<file path="src/rtl/time_display_scan.sv">
// Six-digit multiplexed seven-segment scanner for HH.MM.SS.
// Latches a coherent time snapshot once per full scan.
module time_display_scan #(
  parameter int REFRESH_DIV   = 100000,
  parameter bit BLANK_HOUR_LZ = 1'b0
) (
  input  logic       clk,
  input  logic       rst,
  input  logic [5:0] seconds,
  input  logic [5:0] minutes,
  input  logic [4:0] hours,
  output logic [5:0] an,
  output logic [6:0] seg,
  output logic       dp
);

  localparam int DW =
    (REFRESH_DIV > 1) ? $clog2(REFRESH_DIV) : 1;
  localparam logic [DW-1:0] LAST = DW'(REFRESH_DIV - 1);

  logic [DW-1:0] div_cnt_q;
  logic [2:0]    idx_q;
  logic [5:0]    sec_q;
  logic [5:0]    min_q;
  logic [4:0]    hr_q;
  logic [5:0]    an_q;
  logic [6:0]    seg_q;
  logic          dp_q;

  logic [5:0]    an_d;
  logic [6:0]    seg_d;
  logic          dp_d;
  logic [5:0]    val;
  logic [3:0]    dig;
  logic          blank;
  logic          tc;

  function automatic logic [6:0] seg_of(
    input logic [3:0] d
  );
    logic [6:0] s;
    unique case (d)
      4'd0:    s = 7'b1000000;
      4'd1:    s = 7'b1111001;
      4'd2:    s = 7'b0100100;
      4'd3:    s = 7'b0110000;
      4'd4:    s = 7'b0011001;
      4'd5:    s = 7'b0010010;
      4'd6:    s = 7'b0000010;
      4'd7:    s = 7'b1111000;
      4'd8:    s = 7'b0000000;
      4'd9:    s = 7'b0010000;
      default: s = 7'b1111111;
    endcase
    return s;
  endfunction

  assign tc = (div_cnt_q == LAST);

  always_comb begin
    val = '0;
    unique case (idx_q)
      3'd0, 3'd1: val = sec_q;
      3'd2, 3'd3: val = min_q;
      3'd4, 3'd5: val = {1'b0, hr_q};
      default:    val = '0;
    endcase
    // odd digit index selects the tens digit
    if (idx_q[0]) dig = 4'(val / 6'd10);
    else          dig = 4'(val % 6'd10);
    blank = BLANK_HOUR_LZ
         && (idx_q == 3'd5)
         && (dig == 4'd0);
    an_d  = ~(6'b1 << idx_q);
    seg_d = blank ? 7'b1111111 : seg_of(dig);
    dp_d  = ~(((idx_q == 3'd2) || (idx_q == 3'd4))
              && !sec_q[0]);
  end

  always_ff @(posedge clk or negedge rst) begin
    if (!rst) begin
      div_cnt_q <= '0;
      idx_q     <= '0;
      sec_q     <= '0;
      min_q     <= '0;
      hr_q      <= '0;
      an_q      <= 6'b111111;
      seg_q     <= 7'b1111111;
      dp_q      <= 1'b1;
    end else begin
      div_cnt_q <= tc ? '0 : div_cnt_q + 1'b1;
      if (tc) idx_q <= (idx_q == 3'd5) ? 3'd0 : idx_q + 3'd1;
      if ((idx_q == 3'd0) && (div_cnt_q == '0)) begin
        sec_q <= seconds;
        min_q <= minutes;
        hr_q  <= hours;
      end
      an_q  <= an_d;
      seg_q <= seg_d;
      dp_q  <= dp_d;
    end
  end

  assign an  = an_q;
  assign seg = seg_q;
  assign dp  = dp_q;

endmodule

</file>
<file path="config.mk">
export PLATFORM = sky130hd
export DESIGN_NAME = time_display_scan
export DESIGN_NICKNAME = d
export VERILOG_FILES = /design/src/rtl/time_display_scan.sv
export SDC_FILE = /design/constraint.sdc
export NUM_CORES = 1
export LEC_CHECK = 0
export CAP_MARGIN = 20
export CELL_PAD_IN_SITES_DETAIL_PLACEMENT = 1
export CELL_PAD_IN_SITES_GLOBAL_PLACEMENT = 1
export CORE_MARGIN = 2
export CORE_UTILIZATION = 45
export CTS_CLUSTER_DIAMETER = 60
export DETAILED_ROUTE_END_ITERATION = 8
export PLACE_DENSITY_LB_ADDON = 0.1
export SYNTH_ARGS = -nofsm -noshare
export SYNTH_HDL_FRONTEND = slang
export SYNTH_SLANG_ARGS = --single-unit
</file>
<file path="constraint.sdc">
create_clock -name clk -period 5.35 [get_ports clk]
set_clock_uncertainty 0.05 [all_clocks]
set_input_delay 1.605 -clock clk [delete_from_list [all_inputs] [get_ports clk]]
set_output_delay 1.605 -clock clk [all_outputs]
set_load 0.01 [all_outputs]
</file>
==> flow_metrics.tcl <==
set metrics [dict create \
    status "completed" \
    grt_usage_pct 21.0 \
    r2r_cells 17 \
    p_sw_uw 245 \
    hold_viol 0 \
    clockBufferDepth 2 \
    pwr-share-comb_pct 19.2 \
    gp_congestion 0.859 \
    antenna_found_initial 0 \
    multiInputGateArea_um2 1570 \
    hold_class "register to register" \
    n_antenna_cell 0 \
    async_flop_share_pct 100 \
    clkPwrFrac_pct 35.3 \
    seq_area_frac_synth_pct 43.1 \
    drt_iter0_drc 72 \
    clk_latency_ps 310 \
    crit_end "seg[4]" \
    vias 2304 \
    synth_warnings 0 \
    drt-total-wl_um 6970 \
    crit_path_end_kind "register" \
    nets 346 \
    cts_resized 0 \
    p_leak_nw 1.44 \
    io_buffers 32 \
    dpl_cell_area_um2 3360 \
    intPower_uw 697 \
    timing.setup.tns_ps 0 \
    grt_start_max_net_pins 43 \
    p_sw_share_pct 26.0 \
    setup_viol 0 \
    grt_overflow 0 \
    use_met3_pct 3.27 \
    cts_hold_buf 0 \
    route.detailed.drc 0 \
    power_density_nw_per_um2 268 \
    maxCapViolCount 0 \
    synthesis.area_um2 3000 \
    slew_headroom_pct 48.9 \
    total_power_uw 942 \
    clkTransAtPathRegs_ps 100 \
    r2r-start "idx_q[1]" \
    path_max_fanout 15 \
    worst_r2r_endpoint "seg[4]" \
    drive_gt1_share_pct 19.8 \
    grt_pass1_wl_um 12100 \
    syn_avg_cell_area_um2 10.6 \
    finalHoldWorstSlack_ps 457 \
    peakVddDrop_v 0.000163 \
    pin_count 33 \
    post_drt_via_cell_ratio 5.83 \
    design_area_um2 3510 \
    wire_per_inst_um 17.7 \
    die-area_um2 7330 \
    ff_latch_area_um2 1290 \
    slew_violations 0 \
    met1_usage_pct 28.5 \
    cts_tree "yes" \
    drtAntennaViolNets 0 \
    yosys.cell_types.count 60 \
    area_delta_synth_final_pct 17.1 \
    ys_seq_elements 51 \
    grt-busiest-layer "met2" \
    clock.fmax_mhz 214 \
    finalCritPeriodShare_pct 87.3 \
    fill_cells 691 \
    htreeDepth 2 \
    syn_nets 313 \
    cts_root_buf "clkbuf_8" \
    reg2reg_slack_ps 680 \
    core_um2 6390 \
    start_kind "register" \
    fin_crit_ps 4670 \
    worst_ep_required_time_ps 5560 \
    tightest_slew_ps 758 \
    syn_inst 284 \
    initial_core_util_pct 47.0 \
    crit_path_start "idx_q[1]" \
    grt_pass1_vias 2417 \
    numCtsBuffers 5 \
    postCtsSetupRepairBufs 0 \
    synthFlopType "dfrtp_1" \
    firstDrtPassIters 4 \
    die_w_um 85.6 \
    grt_setup_unrepaired "no" \
    p_seq_share_pct 45.5 \
    num_rows 29 \
    crit_arrival_ps 4880 \
    grtUsageMet2_pct 35.3 \
    die_height_um 85.6 \
    cts.sinks 51 \
    place.detailed.hpwl_um 5130 \
    crit_type "register to register" \
    synth_edf_count 0 \
]
## power groups by stage
| stage | clock network (mW) | logic (mW) | registers [mW] |
|---|---|---|---|
| global placement | 0 | 0.175 | 0.436 |
| CTS | 0.342 | 0.180 | 0.429 |
| detailed placement | 0 | 0.179 | 0.436 |
| global route | 0.355 | 0.199 | 0.431 |
| finish | 0.333 | 0.180 | 0.428 |
| floorplan | 0 | 0.100 | 0.443 |
## metal layers
| layer | up-vias | part of all wire [%] |
|---|---|---|
| met2 | 50 | 48 |
| met1 | 1161 | 47 |
| met3 | 8 | 3.6 |
| met5 | - | 0 |
| li1 | 1085 | - |
| met4 | 0 | 1.1 |
## critical path, stage by stage (launching register included)
cell	delay, ps
dfrtp_1	750
and2_1	220
ha_1	300
nand2_1	150
o211ai_4	150
inv_2	130
ha_1	390
o21ai_0	120
a221o_1	370
nor3_1	550
nand2_1	180
nand3_1	130
nand2_1	110
ha_1	320
mux2i_1	180
nor2_1	70
a221oi_1	300
a21o_1	160
## registers in the layout, summed over array words and instances, names as in the netlist
name / cells
div_cnt_q: 17
seg: 7
an: 6
min_q: 6
sec_q: 6
hr_q: 5
idx_q: 3
dp: 1
## kinds of logic after synthesis
group,Yosys count,synth area share (%)
buf+inv,26,4.42
mux,29,10.4
fa+ha+maj,10,4.17
simple gates,97,17.4
xor+xnor,17,4.96
flops,51,43.1
compound gates,54,15.5
## layout make-up
cell class              count  share of cell area (%)
well taps                  77                    2.74
clock inverters             3                    2.03
multi-input cells         207                    44.8
flip-flops and latches     51                    36.8
repair buffers             37                    10.0
inverters                  15                    1.60
clock buffers               5                    1.96
## synth_stat cells (2+ instances only)
library cell | n | area share, %
o31ai_1 | 2 | 0.50
nand3_1 | 11 | 1.8
ha_1 | 10 | 4.2
buf_6 | 3 | 1.1
nand4_1 | 5 | 1.0
o211ai_2 | 2 | 0.83
or2_2 | 3 | 0.63
buf_4 | 3 | 0.75
a21oi_1 | 9 | 1.5
or3_1 | 4 | 0.83
and3_1 | 5 | 1.0
clkbuf_1 | 4 | 0.50
dfrtp_1 | 37 | 31
nor2b_1 | 3 | 0.63
o211ai_1 | 4 | 1.0
and2_1 | 3 | 0.63
inv_1 | 14 | 1.8
xor2_1 | 4 | 1.2
nor2_2 | 2 | 0.42
a21o_1 | 4 | 1.0
nor2_1 | 22 | 2.8
a211oi_1 | 2 | 0.50
mux2i_1 | 11 | 3.7
o21ai_0 | 10 | 1.7
xnor2_1 | 13 | 3.8
nor3_1 | 5 | 0.83
dfstp_2 | 14 | 12
mux2_2 | 18 | 6.8
a2111o_1 | 2 | 0.75
nand2b_1 | 4 | 0.83
nor4_1 | 3 | 0.63
nand2_1 | 20 | 2.5
## worst min-delay path by stage
stage	to	startpoint	cells after the start
finish	div_cnt_q[14]	div_cnt_q[14]	1
global route	div_cnt_q[14]	div_cnt_q[14]	1
CTS	div_cnt_q[8]	div_cnt_q[8]	1
detailed placement	dp	sec_q[0]	1
global placement	dp	sec_q[0]	1
floorplan	dp	sec_q[0]	1
## stage by stage
stage                     utilization, %  instances  setup slack [ps]
after CTS                           54.9        394               680
after floorplan                        -        284              1410
after global routing                55.0        395               258
after detailed placement            52.7        386               728
after global placement              52.7        386               824
final                               55.0        395               677
## placed cells by master (no fill, tap or decap), types with 9 or more instances in the layout
cell type,instances
dfrtp_1,37
clkdlybuf4s50_1,31
nor2_1,22
nand2_1,20
mux2_2,18
inv_1,14
dfstp_2,14
xnor2_1,13
mux2i_1,11
nand3_1,11
o21ai_0,10
ha_1,10
a21oi_1,9
(Power assumes the default switching activity.)
